--- src/rtl/d_e_pipe_reg_pkg.sv ---
// rtl/d_e_pipe_reg_pkg.sv - shared constants and types for the D/E pipeline register
//
// Purpose: ALU opcode values, the default bubble opcode, operand-select
// encodings and the registered D/E bundle layout used by d_e_pipe_reg.
// Ports: none (package).

package d_e_pipe_reg_pkg;

  // ALU opcodes shared with the decoder and the execute-stage ALU.
  localparam logic [3:0] ALU_ADD  = 4'd0;
  localparam logic [3:0] ALU_SUB  = 4'd1;
  localparam logic [3:0] ALU_AND  = 4'd2;
  localparam logic [3:0] ALU_OR   = 4'd3;
  localparam logic [3:0] ALU_XOR  = 4'd4;
  localparam logic [3:0] ALU_NOR  = 4'd5;
  localparam logic [3:0] ALU_SLT  = 4'd6;
  localparam logic [3:0] ALU_SLTU = 4'd7;
  localparam logic [3:0] ALU_SLL  = 4'd8;
  localparam logic [3:0] ALU_SRL  = 4'd9;
  localparam logic [3:0] ALU_SRA  = 4'd10;
  localparam logic [3:0] ALU_LUI  = 4'd11;

  // Opcode loaded by reset and by a bubble; an add of zeros is harmless.
  localparam logic [3:0] NOP_OP_DEFAULT = ALU_ADD;

  // A operand source.
  typedef enum logic {
    A_SEL_RS = 1'b0,
    A_SEL_RT = 1'b1
  } a_sel_t;

  // B operand source.
  typedef enum logic [1:0] {
    B_SEL_RT    = 2'd0,
    B_SEL_IMM   = 2'd1,
    B_SEL_SHAMT = 2'd2,
    B_SEL_RS    = 2'd3
  } b_sel_t;

  // Everything latched at the D/E boundary.
  typedef struct packed {
    logic        valid;
    logic [31:0] pc;
    logic [31:0] instr;
    logic [4:0]  rs;
    logic [4:0]  rt;
    logic [31:0] rs_data;
    logic [31:0] rt_data;
    logic [31:0] imm;
    logic [3:0]  alu_op;
    a_sel_t      a_sel;
    b_sel_t      b_sel;
    logic [4:0]  dst;
    logic        reg_we;
  } de_bundle_t;

  // Shift amount field of an R-type instruction, zero-extended to a word.
  function automatic logic [31:0] shamt_ext(input logic [31:0] instr);
    return {27'b0, instr[10:6]};
  endfunction

endpackage

--- src/rtl/d_e_pipe_reg_fwd_mux.sv ---
// rtl/d_e_pipe_reg_fwd_mux.sv - M/W operand forwarding mux for one source register
//
// Purpose: returns the newest value of a source register: the M-stage result
// if it targets this register, else the W-stage result, else the register
// data captured at decode. Register 0 never forwards.
// Ports:
//   reg_num   in  5   source register number (registered in E)
//   reg_data  in  32  register data captured in E
//   m_addr/m_data/m_we  in  M-stage destination, value, forward enable
//   w_addr/w_data/w_we  in  W-stage destination, value, forward enable
//   fwd_data  out 32  forwarded operand value

module fwd_mux (
  input  logic [4:0]  reg_num,
  input  logic [31:0] reg_data,
  input  logic [4:0]  m_addr,
  input  logic [31:0] m_data,
  input  logic        m_we,
  input  logic [4:0]  w_addr,
  input  logic [31:0] w_data,
  input  logic        w_we,
  output logic [31:0] fwd_data
);

  logic reg_nonzero;
  logic m_hit;
  logic w_hit;

  assign reg_nonzero = (reg_num != 5'd0);
  assign m_hit       = m_we && (m_addr == reg_num) && reg_nonzero;
  assign w_hit       = w_we && (w_addr == reg_num) && reg_nonzero;

  // M is younger than W, so it wins when both target the same register.
  always_comb begin
    fwd_data = reg_data;
    if (m_hit) begin
      fwd_data = m_data;
    end else if (w_hit) begin
      fwd_data = w_data;
    end
  end

endmodule

--- src/rtl/d_e_pipe_reg.sv ---
// rtl/d_e_pipe_reg.sv - decode-to-execute pipeline register with hold, bubble and forwarding
//
// Purpose: latches the decoded instruction bundle at the D/E boundary,
// applies hold/bubble control, forwards M/W results onto rs/rt and presents
// the selected ALU operands, opcode and store data to the execute stage.
// Ports:
//   clk, reset               in   clock, asynchronous active-high reset
//   hold, bubble             in   keep E contents / load a NOP into E
//   d_valid, d_pc, d_instr   in   D-stage instruction identity
//   d_rs, d_rt               in   source register numbers
//   d_rs_data, d_rt_data     in   GRF read data
//   d_imm                    in   extended immediate
//   d_alu_op, d_a_sel, d_b_sel in ALU opcode and operand selects
//   d_dst, d_reg_we          in   destination register and write enable
//   m_fwd_*, w_fwd_*         in   M/W results available for forwarding
//   e_valid, e_reg_we, e_pc, e_instr, e_dst   out  registered E fields
//   e_alu_a, e_alu_b, e_alu_op                out  ALU inputs after forwarding
//   e_store_data                              out  forwarded rt

module d_e_pipe_reg
  import d_e_pipe_reg_pkg::*;
#(
  parameter logic [3:0] NOP_OP = NOP_OP_DEFAULT
) (
  input  logic        clk,
  input  logic        reset,
  input  logic        hold,
  input  logic        bubble,
  input  logic        d_valid,
  input  logic [31:0] d_pc,
  input  logic [31:0] d_instr,
  input  logic [4:0]  d_rs,
  input  logic [4:0]  d_rt,
  input  logic [31:0] d_rs_data,
  input  logic [31:0] d_rt_data,
  input  logic [31:0] d_imm,
  input  logic [3:0]  d_alu_op,
  input  logic        d_a_sel,
  input  logic [1:0]  d_b_sel,
  input  logic [4:0]  d_dst,
  input  logic        d_reg_we,
  input  logic [4:0]  m_fwd_addr,
  input  logic [4:0]  w_fwd_addr,
  input  logic [31:0] m_fwd_data,
  input  logic [31:0] w_fwd_data,
  input  logic        m_fwd_we,
  input  logic        w_fwd_we,
  output logic        e_valid,
  output logic        e_reg_we,
  output logic [31:0] e_pc,
  output logic [31:0] e_instr,
  output logic [31:0] e_alu_a,
  output logic [31:0] e_alu_b,
  output logic [3:0]  e_alu_op,
  output logic [31:0] e_store_data,
  output logic [4:0]  e_dst
);

  de_bundle_t q;
  de_bundle_t load_val;
  de_bundle_t bubble_val;
  de_bundle_t reset_val;

  logic [31:0] fwd_rs;
  logic [31:0] fwd_rt;

  // Fresh bundle straight from decode.
  always_comb begin
    load_val         = '0;
    load_val.valid   = d_valid;
    load_val.pc      = d_pc;
    load_val.instr   = d_instr;
    load_val.rs      = d_rs;
    load_val.rt      = d_rt;
    load_val.rs_data = d_rs_data;
    load_val.rt_data = d_rt_data;
    load_val.imm     = d_imm;
    load_val.alu_op  = d_alu_op;
    load_val.a_sel   = a_sel_t'(d_a_sel);
    load_val.b_sel   = b_sel_t'(d_b_sel);
    load_val.dst     = d_dst;
    load_val.reg_we  = d_reg_we;
  end

  // A bubble is an inert add of zeros, but keeps the PC so exception and
  // debug logic can still tell where the slot came from.
  always_comb begin
    bubble_val        = '0;
    bubble_val.pc     = d_pc;
    bubble_val.alu_op = NOP_OP;
  end

  always_comb begin
    reset_val        = '0;
    reset_val.alu_op = NOP_OP;
  end

  always_ff @(posedge clk or posedge reset) begin
    if (reset) begin
      q <= reset_val;
    end else if (bubble) begin
      q <= bubble_val;
    end else if (hold) begin
      // While stalled, absorb any forwarded value so a W result that retires
      // during the stall is not lost once it leaves the forwarding window.
      q.rs_data <= fwd_rs;
      q.rt_data <= fwd_rt;
    end else begin
      q <= load_val;
    end
  end

  fwd_mux u_fwd_rs (
    .reg_num  (q.rs),
    .reg_data (q.rs_data),
    .m_addr   (m_fwd_addr),
    .m_data   (m_fwd_data),
    .m_we     (m_fwd_we),
    .w_addr   (w_fwd_addr),
    .w_data   (w_fwd_data),
    .w_we     (w_fwd_we),
    .fwd_data (fwd_rs)
  );

  fwd_mux u_fwd_rt (
    .reg_num  (q.rt),
    .reg_data (q.rt_data),
    .m_addr   (m_fwd_addr),
    .m_data   (m_fwd_data),
    .m_we     (m_fwd_we),
    .w_addr   (w_fwd_addr),
    .w_data   (w_fwd_data),
    .w_we     (w_fwd_we),
    .fwd_data (fwd_rt)
  );

  always_comb begin
    e_alu_a = (q.a_sel == A_SEL_RT) ? fwd_rt : fwd_rs;
  end

  always_comb begin
    e_alu_b = fwd_rt;
    case (q.b_sel)
      B_SEL_RT:    e_alu_b = fwd_rt;
      B_SEL_IMM:   e_alu_b = q.imm;
      B_SEL_SHAMT: e_alu_b = shamt_ext(q.instr);
      B_SEL_RS:    e_alu_b = fwd_rs;
      default:     e_alu_b = fwd_rt;
    endcase
  end

  assign e_valid      = q.valid;
  assign e_reg_we     = q.reg_we;
  assign e_pc         = q.pc;
  assign e_instr      = q.instr;
  assign e_alu_op     = q.alu_op;
  assign e_store_data = fwd_rt;
  assign e_dst        = q.dst;

endmodule
--- config.mk ---
export PLATFORM = sky130hd
export DESIGN_NAME = d_e_pipe_reg
export DESIGN_NICKNAME = d
export VERILOG_FILES = /design/src/rtl/d_e_pipe_reg_pkg.sv /design/src/rtl/d_e_pipe_reg_fwd_mux.sv /design/src/rtl/d_e_pipe_reg.sv
export SDC_FILE = /design/constraint.sdc
export NUM_CORES = 1
export LEC_CHECK = 0
export BUFFER_PORTS_ARGS = -buffer_cell sky130_fd_sc_hd__buf_2
export CORE_AREA = 2 2 169 171
export DETAILED_ROUTE_END_ITERATION = 7
export DIE_AREA = 0 0 171 173
export GPL_TIMING_DRIVEN = 0
export HOLD_SLACK_MARGIN = 0.15
export PLACE_DENSITY = 0.69
export RECOVER_POWER = 50
export SLEW_MARGIN = 40
export SYNTH_ARGS = -nofsm -noshare
export SYNTH_HDL_FRONTEND = slang
export SYNTH_HIERARCHICAL = 1
export SYNTH_SLANG_ARGS = --single-unit
--- constraint.sdc ---
create_clock -name clk -period 8.8 [get_ports clk]
set_clock_uncertainty 0.1 [all_clocks]
set_input_delay 2.2 -clock clk [delete_from_list [all_inputs] [get_ports clk]]
set_output_delay 2.2 -clock clk [all_outputs]
set_load 0.005 [all_outputs]
After elaboration in Yosys (flattened, before gate mapping)
Index checks and enable logic that the tools add are counted.

Divide/modulo/power cells: 0. Multipliers: 0. Mux-type cells: 10. Add/subtract/negate cells: 0. Equal/unequal tests: 8. Bitwise operators: 0. Reductions and logical operators: 11. Shift-type cells: 0. Magnitude comparators: 0.

Operators with widths (count): two-way mux 184 bit (1); two-way mux 32 bit (5); case mux 32 bit (4 select lines) (1); two-way mux 75 bit (1); two-way mux 64 bit (1); two-way mux 45 bit (1); equality test 5 bit (4); nonzero test 5 bit (2); logical AND 1 bit (8); equality test 2 bit (second input constant) (2); equality test 2 x 1 -> 1 bit (second input constant) (1); logical NOT 2 bit (1); != test 2 x 1 -> 1 bit (second input constant) (1).

Output and inout bits: 171. Logic and storage cells: 42. Register bits: 184. Latch bits: 0. ROM bits: 0. Memories: 0. Memory bits (writable): 0.

Longest topological paths before layout
Gate-level depths: netlist of the first run.

Word-level depth: 7. Mapped depth: 8.

By module
The synthesis of the first run kept the hierarchy.

Modules (own cells, without submodules): d_e_pipe_reg (area an instance 9098.7 µm², cells each 740, sequential area each 4604.4 µm², instances 1); fwd_mux (area an instance 1153.6 µm², cells each 198, sequential area each 0.0 µm², instances 2).

Worst setup path after synthesis of the first run
No wires, ideal clock.

Path kind: input port to output port. Start point: input port w_fwd_addr[0]. End point: output port e_alu_b[3]. Path buffers: 1. Path slack: 2840 ps. Stages on the path: 6. Required time: 6500 ps. Arrival: 3660 ps. Cell sequence: xnor2_1 > nand4_2 > clkbuf_1 > or3_1 > a31oi_1 > mux4_2.

Longest elaborated chain between the ends: 6. Elaborated cells between the ends (all ways): 11. Classes of those cells: 2 x eq/ne; 5 x mux; 4 x reduce/logical.

Ends and longest elaborated chain: start, declared (RTL line d_e_pipe_reg.sv:43) `input logic [4:0] w_fwd_addr,`; equality test 5 bit (RTL line d_e_pipe_reg_fwd_mux.sv:31) `assign w_hit = w_we && (w_addr == reg_num) && reg_nonzero;`; logical AND 1 bit (2 in a row) (RTL line d_e_pipe_reg_fwd_mux.sv:31); two-way mux 32 bit (RTL line d_e_pipe_reg_fwd_mux.sv:38) `end else if (w_hit) begin`; two-way mux 32 bit (RTL line d_e_pipe_reg_fwd_mux.sv:36) `if (m_hit) begin`; via e_store_data[3] (RTL line d_e_pipe_reg.sv:55) `output logic [31:0] e_store_data,`; case mux 32 bit (4 select lines) (RTL line d_e_pipe_reg.sv:143) `case (q.b_sel)`; end, declared (RTL line d_e_pipe_reg.sv:53) `output logic [31:0] e_alu_b,`.

The timed path passes the listed nets, and every way through them passes these cells.

Final worst setup path of the first run
Start point: input port w_fwd_addr[0]. End point: output port e_alu_b[0].

Longest elaborated chain between the ends: 6. Elaborated cells between the ends (all ways): 11. Classes of those cells: 2 x eq/ne; 5 x mux; 4 x reduce/logical.

Ends and longest elaborated chain: equality test 5 bit (RTL line d_e_pipe_reg_fwd_mux.sv:31); logical AND 1 bit (2 in a row) (RTL line d_e_pipe_reg_fwd_mux.sv:31); two-way mux 32 bit (RTL line d_e_pipe_reg_fwd_mux.sv:38); two-way mux 32 bit (RTL line d_e_pipe_reg_fwd_mux.sv:36); via fwd_rs[0] (RTL line d_e_pipe_reg.sv:64) `logic [31:0] fwd_rs;`; case mux 32 bit (4 select lines) (RTL line d_e_pipe_reg.sv:143).

The timed path passes the listed nets, and every way through them passes these cells.

==> results of run 1 <==
cell usage in the layout (no fill, tap or decap), types with 3 or more instances in the layout:
| master | n |
|---|---|
| inv_8 | 3 |
| xnor2_1 | 20 |
| nor3_1 | 64 |
| mux2_4 | 17 |
| clkinv_8 | 4 |
| o21ai_1 | 38 |
| buf_4 | 80 |
| clkbuf_1 | 35 |
| mux2_2 | 34 |
| or3_1 | 56 |
| nor2_1 | 152 |
| a31oi_1 | 64 |
| mux2_1 | 13 |
| clkbuf_2 | 7 |
| o21ai_0 | 26 |
| clkbuf_16 | 17 |
| diode_2 | 7 |
| o2bb2ai_1 | 27 |
| inv_1 | 64 |
| dfrtp_1 | 184 |
| o211ai_4 | 4 |
| mux2i_1 | 179 |
| buf_6 | 23 |
| inv_6 | 4 |
| buf_2 | 458 |
| mux4_2 | 5 |
| or3_2 | 8 |
final timing paths:
check / from / end / slack, ns
worst min register to register: e_pc[12] / e_pc[12] / 0.39
min in group asynchronous: reset / e_instr[24] / 2.25
worst max-delay path: w_fwd_addr[0] / e_alu_b[0] / 1.80
max in group asynchronous: reset / q[90] / 2.00
worst min-delay path: e_pc[12] / e_pc[12] / 0.39
worst max register to register: q[117] / q[77] / 5.95
final cells by class:
class                           count  share of cell area, %
Multi-Input combinational cell    717                   36.3
Sequential cell                   184                   31.6
Timing Repair Buffer              434                   15.0
Buffer                            170                   7.90
Tap cell                          378                   3.24
Clock buffer                       17                   2.92
Inverter                           65                   1.68
Clock inverter                     15                   1.18
Antenna cell                        7                  0.120
power groups by stage:
stage          logic [mW]  registers, mW  clock network (mW)
5_1_grt             0.563          0.933               0.844
2_1_floorplan       0.308          0.934                   0
3_3_place_gp        0.517          0.942                   0
6_report            0.520          0.927               0.795
4_1_cts             0.530          0.927               0.808
3_5_place_dp        0.528          0.943                   0
per-layer routing:
layer	up-vias	GRT usage (%)	routed length [um]
met5	-	0	49
li1	4792	-	-
met3	69	7.10	3140
met4	8	10.1	1110
met1	4936	34.4	17100
met2	479	44.8	19800
per-stage QoR:
stage / setup slack [ns] / setup TNS [ns] / power (mW) / cell area (sq um) / cells
floorplan: 1.50 / 0 / 1.24 / 11400 / 1136
global placement: -0.849 / -153.40 / 1.46 / 14000 / 1946
detailed placement: 1.79 / 0 / 1.47 / 14100 / 1948
CTS: 1.79 / 0 / 2.26 / 14700 / 1980
global route: 0.944 / 0 / 2.34 / 14600 / 1986
finish: 1.80 / 0 / 2.24 / 14600 / 1987
sequential cells by signal, summed over array words and instances (netlist names):
register,cells
e_alu_op,4
e_dst,5
e_instr,32
e_pc,32
e_reg_we,1
e_valid,1
q,109
worst reg2reg max path, cell delays in order, from the launching register on:
cell	delay [ns]
dfrtp_1	0.46
or4_4	0.58
o211ai_4	0.42
buf_6	0.21
o21ai_0	0.16
a31oi_1	0.58
mux2i_1	0.15
nor2_1	0.11
kinds of logic after synthesis:
group                     after synthesis  synth area share, %
DFF                                   184                 40.4
xor gates and xnor gates               20                 1.54
and+or+nand+nor                       290                 12.2
muxes                                 248                 24.0
AOI/OAI and AO/OA                     159                 9.14
buffers and inverters                 235                 12.7
==> out/metrics.yaml, run 1 <==
flow_run:
  maxCapViolations: 2
clock_network:
  cts_root_buf: "clkbuf_16"
  post_cts_buffers: 0
  htreeDepth: 4
  cts.clk_slew.worst_paths_ns: 0.09
  numCtsBuffers: 17
  worstSkewPairLatency_ns: 0.43
  cts_buffer_depth: 2
  postCtsResizedCells: 0
  cts_sinks: 184
  cts_tree: "yes"
  ctsHoldBuffers: 0
power_and_ir_drop:
  combPwrFrac_pct: 23.2
  swShare_pct: 31.9
  power.internal_mw: 1.53
  pwr-share-seq_pct: 41.3
  switching_power_mw: 0.715
  p_leak_nw: 7.60
  power_density_nw_per_um2: 154
  clkPwrFrac_pct: 35.5
  ir_drop_mv: 0.0951
critical_path:
  cp-start-kind: "primary input"
  crit_family: "compound AO/OA/AOI/OAI gates"
  crit_type: "primary input to output port"
  cp_max_fo: 10
  crit_buf_inv: 3
  slowest_delay_ns: 0.56
  crit_slowest_cell: "mux4_2"
  arrival_ns: 4.70
  cp_num_cells: 8
  path_cells: "buf_2 > xnor2_1 > nand4_2 > clkbuf_1 > o21ai_0 > a31oi_1 > mux4_2 > buf_2"
  reg2regPathDepth: 7
  worstSetupEndpointType: "output port"
  critPathRequiredTime_ns: 6.50
  crit_path_frequent_cell: "buf_2"
routing:
  drt_first_pass_iters: 5
  dr.first_iter.drc_count: 726
  num_vias: 10300
  via_per_inst: 5.18
  postRouteAntennaNets: 0
  drc: 0
  finalWirelength_mm: 41.2
  wl_per_cell_um: 20.7
timing:
  rsz0062_at_grt: "no"
  final.min_clock_period_ns: 7.00
  post-route-period-util_pct: 79.5
  fmax_mhz: 143
  slew_viol_final: 116
  timing.hold.ws_ns: 0.392
  timing.final.hold_violations: 0
  setup_viol: 0
  relSlewSlack_pct: -150
  worst_pin_slew_ns: 3.75
synth:
  avgSynthCellArea_sq_um: 10.0
  yosys-top-cells-area: "dfrtp_1 (40%), mux2i_1 (16%), buf_4 (5.7%), nor2_1 (5.0%), mux2_4 (3.9%)"
  synth-main-ff-cell: "dfrtp_1"
  synth_nets: 1400
  yosysSeqAreaShare_pct: 40.4
  syn_inst: 1136
  synth_edf_count: 0
  yosysWarnings: 6
  async_flop_share_pct: 100
  synth_most_common_cell: "dfrtp_1"
  syn_area_sq_um: 11400
  synth_top_area_share_pct: 40.4
  post-synth-top-area-cell: "dfrtp_1"
  synth_seq_cells: 184
  synth_common_cells: "dfrtp_1 (184), mux2i_1 (179), nor2_1 (152), buf_4 (87), inv_1 (65)"
  yosysUniqueCellTypes: 27
cells_and_area:
  nets: 1853
  final_core_util_pct: 52.8
  multi_input_area_sq_um: 5300
  fill_cells: 2654
  syn_to_final_growth_pct: 27.9
  seq_area_sq_um: 4600
  drive_above_1_share_pct: 42.1
place:
  place_congestion: 0.889
  port_buffers: 432
  hpwl_mm: 31.2
run_status:
  violations: "max-capacitance violations, max-slew violations"
  outcome: "complete, but fails checks"
floorplan:
  chipWidth_um: 171
  coreArea_sq_um: 27600
  io_pins: 435
  die_y_um: 173
  rows: 61
  start_util_pct: 41.3
  dieArea_sq_um: 29600
global_route:
  grt_max_degree: 72
  antenna_found_initial: 13
  track_usage_pct: 27.3
  grt_pass1_wl_mm: 61.2
  overflow: 0
  grt_pass1_vias: 10400
min_path:
  hp-class: "flip-flop to flip-flop"
  holdPathStages: 1
(Power assumes the default switching activity.)
==> run 2, diff against run 1 <==
==> constraint.sdc (replaced) <==
create_clock -name clk -period 6.66 [get_ports clk]
set_clock_uncertainty 0.1 [all_clocks]
set_input_delay 1.665 -clock clk [delete_from_list [all_inputs] [get_ports clk]]
set_output_delay 1.665 -clock clk [all_outputs]
set_load 0.005 [all_outputs]
==> out/metrics.yaml, run 2 (synthesis results as in run 1) <==
run_status:
  outcome: "finished clean"  # was complete, but fails checks
critical_path:
  critPathRequiredTime_ns: 4.89  # was 6.50 ns
  r2r-start: "q[111]"  # was q[117]
  reg2regPathDepth: 7  # unchanged
  rr_endpoint: "q[45]"  # was q[77]
  arrival_ns: 4.08  # was 4.70 ns
  cp_max_fo: 10  # unchanged
  cp-start-kind: "primary input"  # unchanged
  worstSetupEndpointType: "output port"  # unchanged
  crit_type: "primary input to output port"  # unchanged
  rrSetupSlack_ns: 3.74  # was 5.95 ns
timing:
  slew_viol_final: 0  # was 116
  relSlewSlack_pct: 11.8  # was -150%
  finalSetupTns_ns: 0  # unchanged
  setup_viol: 0  # unchanged
  fmax_mhz: 171
  final.min_clock_period_ns: 5.84
  rsz0062_at_grt: "no"  # unchanged
  post-route-period-util_pct: 87.7
  timing.final.hold_violations: 0  # unchanged
  worst_pin_slew_ns: 1.32  # was 3.75 ns
floorplan:
  start_util_pct: 41.3  # unchanged
  rows: 61  # unchanged
  chipWidth_um: 171  # unchanged
  coreArea_sq_um: 27600  # unchanged
  dieArea_sq_um: 29600  # unchanged
  io_pins: 435  # unchanged
  die_y_um: 173  # unchanged
cells_and_area:
  nets: 1860  # was 1853
  fin_cells: 1993  # was 1987
  regMostFlops: "q"  # unchanged
  final_common_cell: "buf_2"  # unchanged
  largest_reg_flops: 109  # unchanged
  final_area_sq_um: 14600  # about the same
  drive_above_1_share_pct: 41.6  # was 42.1%
  layout_common_cells: "buf_2 (458), dfrtp_1 (184), mux2i_1 (179)"  # unchanged
  syn_to_final_growth_pct: 28.1  # was 27.9%
clock_network:
  cts_root_buf: "clkbuf_16"  # unchanged
  post_cts_buffers: 0  # unchanged
  ctsHoldBuffers: 0  # unchanged
  cts_tree: "yes"  # unchanged
  cts_sinks: 184  # unchanged
  postCtsResizedCells: 0  # unchanged
  worstSkewPairLatency_ns: 0.44  # was 0.43 ns
  numCtsBuffers: 17  # unchanged
  cts_buffer_depth: 2  # unchanged
  htreeDepth: 4  # unchanged
  cts.clk_slew.worst_paths_ns: 0.08  # was 0.09 ns
routing:
  postRouteAntennaNets: 0  # unchanged
  wl_per_cell_um: 20.8  # was 20.7 um
  finalWirelength_mm: 41.5  # was 41.2 mm
  num_vias: 10500  # was 10300
  via_per_inst: 5.26  # was 5.18
  drc: 0  # unchanged
  drt_first_pass_iters: 6  # was 5
  dr.first_iter.drc_count: 749  # was 726
power_and_ir_drop:
  p_leak_nw: 7.59  # was 7.60 nW
  power.internal_mw: 2.09  # was 1.53 mW
  swShare_pct: 31.0  # was 31.9%
  switching_power_mw: 0.939  # was 0.715 mW
  power_density_nw_per_um2: 207  # was 154 nW/um^2
  combPwrFrac_pct: 22.7  # was 23.2%
  clkPwrFrac_pct: 36.8  # was 35.5%
  pwr-share-seq_pct: 40.5  # was 41.3%
  ir_drop_mv: 0.143  # was 0.0951 mV
global_route:
  overflow: 0  # unchanged
  grt_max_degree: 24  # was 72
  grt_pass1_vias: 10700  # was 10400
  antenna_found_initial: 10  # was 13
  grt_pass1_wl_mm: 62.4  # was 61.2 mm
  track_usage_pct: 27.7  # was 27.3%
min_path:
  min_to: "e_pc[21]"  # was e_pc[12]
  holdPathStages: 1  # unchanged
  min_from: "e_pc[21]"  # was e_pc[12]
  hp-class: "flip-flop to flip-flop"  # unchanged
place:
  placed_area_sq_um: 14300  # was 14100 sq um
  port_buffers: 432  # unchanged
  hpwl_mm: 31.8  # was 31.2 mm
  place_congestion: 0.866  # was 0.889
  dp.cells: 1955  # was 1948
flow_run:
  maxCapViolations: 0  # was 2
run 2: metal layers:
metal  vias up  GRT usage (%)  routed length (um)  share of wire (%)
met4         6           10.2                1180                2.8
met3        78           6.66                3450                8.3
met1      5077           35.8               17200                 41
met5         -              0                  45               0.11
li1       4808              -                   -                  -
met2       506           45.0               19700                 47
run 2: area by class of cell:
type	count	area (sq um)
Antenna cell	6	15.0
Buffer	170	1150
Clock buffer	17	425
Clock inverter	15	205
Fill cell	2633	13000
Inverter	65	245
Multi-Input combinational cell	717	5280
Sequential cell	184	4600
Tap cell	378	473
Timing Repair Buffer	441	2220
run 2: critical path, stage by stage:
cell,delay (ns)
buf_2,0.11
xnor2_1,0.16
nand4_1,0.40
or2_1,0.36
buf_4,0.16
buf_6,0.15
a31oi_1,0.56
mux4_2,0.37
buf_2,0.13
run 2: metrics by stage:
stage | power (mW) | utilization [%] | setup WS (ns) | hold slack [ns]
after global routing | 3.16 | 52.9 | 0.745 | 0.403
after global placement | 1.93 | 50.8 | 0.852 | 0.393
after CTS | 3.07 | 53.9 | 0.839 | 0.421
after floorplan | 1.64 | - | 1.77 | 0.382
final | 3.02 | 52.9 | 0.817 | 0.394
after detailed placement | 1.96 | 51.6 | 0.841 | 0.394
run 2: power groups by stage:
| stage | Combinational (mW) | Clock, mW | Sequential [mW] |
|---|---|---|---|
| floorplan | 0.407 | 0 | 1.23 |
| global placement | 0.683 | 0 | 1.24 |
| detailed placement | 0.712 | 0 | 1.25 |
| CTS | 0.714 | 1.13 | 1.23 |
| global route | 0.746 | 1.18 | 1.23 |
| finish | 0.687 | 1.11 | 1.22 |
run 2: worst max-delay path by stage:
stage                     depth (start not counted)    endpoint  slack, ns          start
after floorplan                                   6  e_alu_b[3]       1.77  w_fwd_addr[0]
after global placement                            9  e_alu_b[0]       0.85  m_fwd_addr[1]
after detailed placement                          9  e_alu_b[0]       0.84  m_fwd_addr[1]
after CTS                                         9  e_alu_b[0]       0.84  m_fwd_addr[1]
after global routing                              9  e_alu_b[0]       0.74  m_fwd_addr[1]
final                                             9  e_alu_b[0]       0.82  m_fwd_addr[1]
==> run 3, diff against run 2 <==
==> constraint.sdc (replaced) <==
create_clock -name clk -period 6.66 [get_ports clk]
set_clock_uncertainty 0.1 [all_clocks]
set_input_delay 1.332 -clock clk [delete_from_list [all_inputs] [get_ports clk]]
set_output_delay 1.332 -clock clk [all_outputs]
set_load 0.005 [all_outputs]
==> out/metrics.yaml, run 3 (synthesis results as in run 1) <==
timing:
  slew_viol_final: 46  # was 0
  rsz0062_at_grt: "no"  # unchanged
  timing.final.hold_violations: 0  # unchanged
  final.min_clock_period_ns: 5.26  # was 5.84 ns
  relSlewSlack_pct: -55.5  # was 11.8%
  timing.hold.ws_ns: 0.392  # was 0.394 ns
  post-route-period-util_pct: 79.0  # was 87.7%
  fmax_mhz: 190  # was 171 MHz
  setup_viol: 0  # unchanged
  layout_setup_ws_ns: 1.40  # was 0.817 ns
  worst_pin_slew_ns: 2.32  # was 1.32 ns
global_route:
  grt_pass1_wl_mm: 61.2  # was 62.4 mm
  grt_pass1_vias: 10400  # was 10700
  track_usage_pct: 27.3  # was 27.7%
  overflow: 0  # unchanged
  antenna_found_initial: 13  # was 10
  grt_max_degree: 72  # was 24
place:
  place_congestion: 0.889  # was 0.866
  dpl_worst_slack_ns: 1.39  # was 0.841 ns
  hpwl_mm: 31.2  # was 31.8 mm
  port_buffers: 432  # unchanged
  placed_area_sq_um: 14100  # was 14300 sq um
floorplan:
  die_y_um: 173  # unchanged
  chipWidth_um: 171  # unchanged
  io_pins: 435  # unchanged
  coreArea_sq_um: 27600  # unchanged
  dieArea_sq_um: 29600  # unchanged
  rows: 61  # unchanged
  start_util_pct: 41.3  # unchanged
critical_path:
  critPathRequiredTime_ns: 5.23  # was 4.89 ns
  crit_type: "primary input to output port"  # unchanged
  slowest_delay_ns: 0.56  # about the same
  crit_start: "w_fwd_addr[0]"  # was m_fwd_addr[1]
  crit_path_frequent_cell: "buf_2"  # unchanged
  cp_max_fo: 10  # unchanged
  path_cells: "buf_2 > xnor2_1 > nand4_2 > clkbuf_1 > o21ai_0 > a31oi_1 > mux4_2 > buf_2"  # was buf_2 > xnor2_1 > nand4_1 > or2_1 > buf_4 > buf_6 > a31oi_1 > mux4_2 > buf_2
  rrSetupSlack_ns: 3.82  # was 3.74 ns
  cp_num_cells: 8  # was 9
  worstSetupEndpointType: "output port"  # unchanged
  reg2regPathDepth: 7  # unchanged
  arrival_ns: 3.83  # was 4.08 ns
  crit_family: "compound AO/OA/AOI/OAI gates"  # was simple AND/OR/NAND/NOR gates
  r2r-start: "q[117]"  # was q[111]
  cp-start-kind: "primary input"  # unchanged
  crit_slowest_cell: "mux4_2"  # was a31oi_1
  crit_buf_inv: 3  # was 4
clock_network:
  cts_tree: "yes"  # unchanged
  numCtsBuffers: 17  # unchanged
  postCtsResizedCells: 0  # unchanged
  cts.clk_slew.worst_paths_ns: 0.09  # was 0.08 ns
  ctsHoldBuffers: 0  # unchanged
  worstSkewPairLatency_ns: 0.43  # was 0.44 ns
  cts_sinks: 184  # unchanged
  post_cts_buffers: 0  # unchanged
  htreeDepth: 4  # unchanged
  cts_buffer_depth: 2  # unchanged
  cts_root_buf: "clkbuf_16"  # unchanged
routing:
  wirelength_met1_mm: 17.0  # was 17.2 mm
  drc: 0  # unchanged
  dr.max_layer_used: "met5"  # unchanged
  wl_per_cell_um: 20.7  # was 20.8 um
  dr.first_iter.drc_count: 726  # was 749
  wl_met3_mm: 3.26  # was 3.45 mm
  wl_met2_mm: 19.8  # was 19.7 mm
  postRouteAntennaNets: 0  # unchanged
  num_vias: 10300  # was 10500
  via_per_inst: 5.17  # was 5.26
  drt_first_pass_iters: 5  # was 6
  finalWirelength_mm: 41.2  # was 41.5 mm
flow_run:
  maxCapViolations: 1  # was 0
min_path:
  hp-class: "flip-flop to flip-flop"  # unchanged
  holdPathStages: 1  # unchanged
  min_from: "e_pc[12]"  # was e_pc[21]
cells_and_area:
  final_area_sq_um: 14600  # about the same
  nets: 1853  # was 1860
  syn_to_final_growth_pct: 28.1  # about the same
  final_common_cell: "buf_2"  # unchanged
  layout_common_cells: "buf_2 (458), dfrtp_1 (184), mux2i_1 (179)"  # unchanged
  largest_reg_flops: 109  # unchanged
  fill_cells: 2651  # was 2633
  drive_above_1_share_pct: 42.2  # was 41.6%
  final_core_util_pct: 52.9  # about the same
  regMostFlops: "q"  # unchanged
run_status:
  violations: "max-capacitance violations, max-slew violations"
  outcome: "complete, but fails checks"  # was finished clean
power_and_ir_drop:
  p_total_mw: 2.96  # was 3.02 mW
  ir_drop_mv: 0.126  # was 0.143 mV
  power_density_nw_per_um2: 203  # was 207 nW/um^2
  p_leak_nw: 7.61  # was 7.59 nW
-- run 3: cell types whose count changed in the layout (fill, tap and decap cells not counted), sizes merged --
cell	before	now
clkbuf	66	58
clkinv	4	7
bufinv	2	0
buf	562	563
clkinvlp	2	1
diode	6	7
-- run 3: per-stage QoR --
stage | instances | setup TNS (ns)
after global placement | 1946 | -387.45
after global routing | 1986 | 0
after detailed placement | 1948 | 0
final | 1987 | 0
after floorplan | 1136 | 0
after CTS | 1980 | 0
-- run 3: layer usage --
layer	track usage (%)	vias up
met5	0	-
met4	10.1	8
met3	7.10	65
met2	44.8	488
met1	34.4	4923
li1	-	4792
-- run 3: worst paths after layout --
check | endpoint
min reg2reg | e_pc[12]
max reg2reg | q[77]
max in group asynchronous | q[97]
min | e_pc[12]
min in group asynchronous | e_instr[24]
max | e_alu_b[0]
-- run 3: layout make-up --
class | instances | area, sq um | share of cell area (%)
antenna | 7 | 17.5 | 0.120
buffer | 170 | 1150 | 7.89
clock buffer | 17 | 425 | 2.91
clock inverter | 15 | 173 | 1.18
inverter | 65 | 245 | 1.68
multi-input combinational | 717 | 5300 | 36.3
sequential | 184 | 4600 | 31.5
tap | 378 | 473 | 3.24
timing repair buffer | 434 | 2220 | 15.2
-- run 3: report_power, final --
group          leakage, nW  switching (mW)  internal (mW)
Clock                0.293           0.540          0.510
Sequential            2.39          0.0381           1.19
Combinational         4.93           0.366          0.322
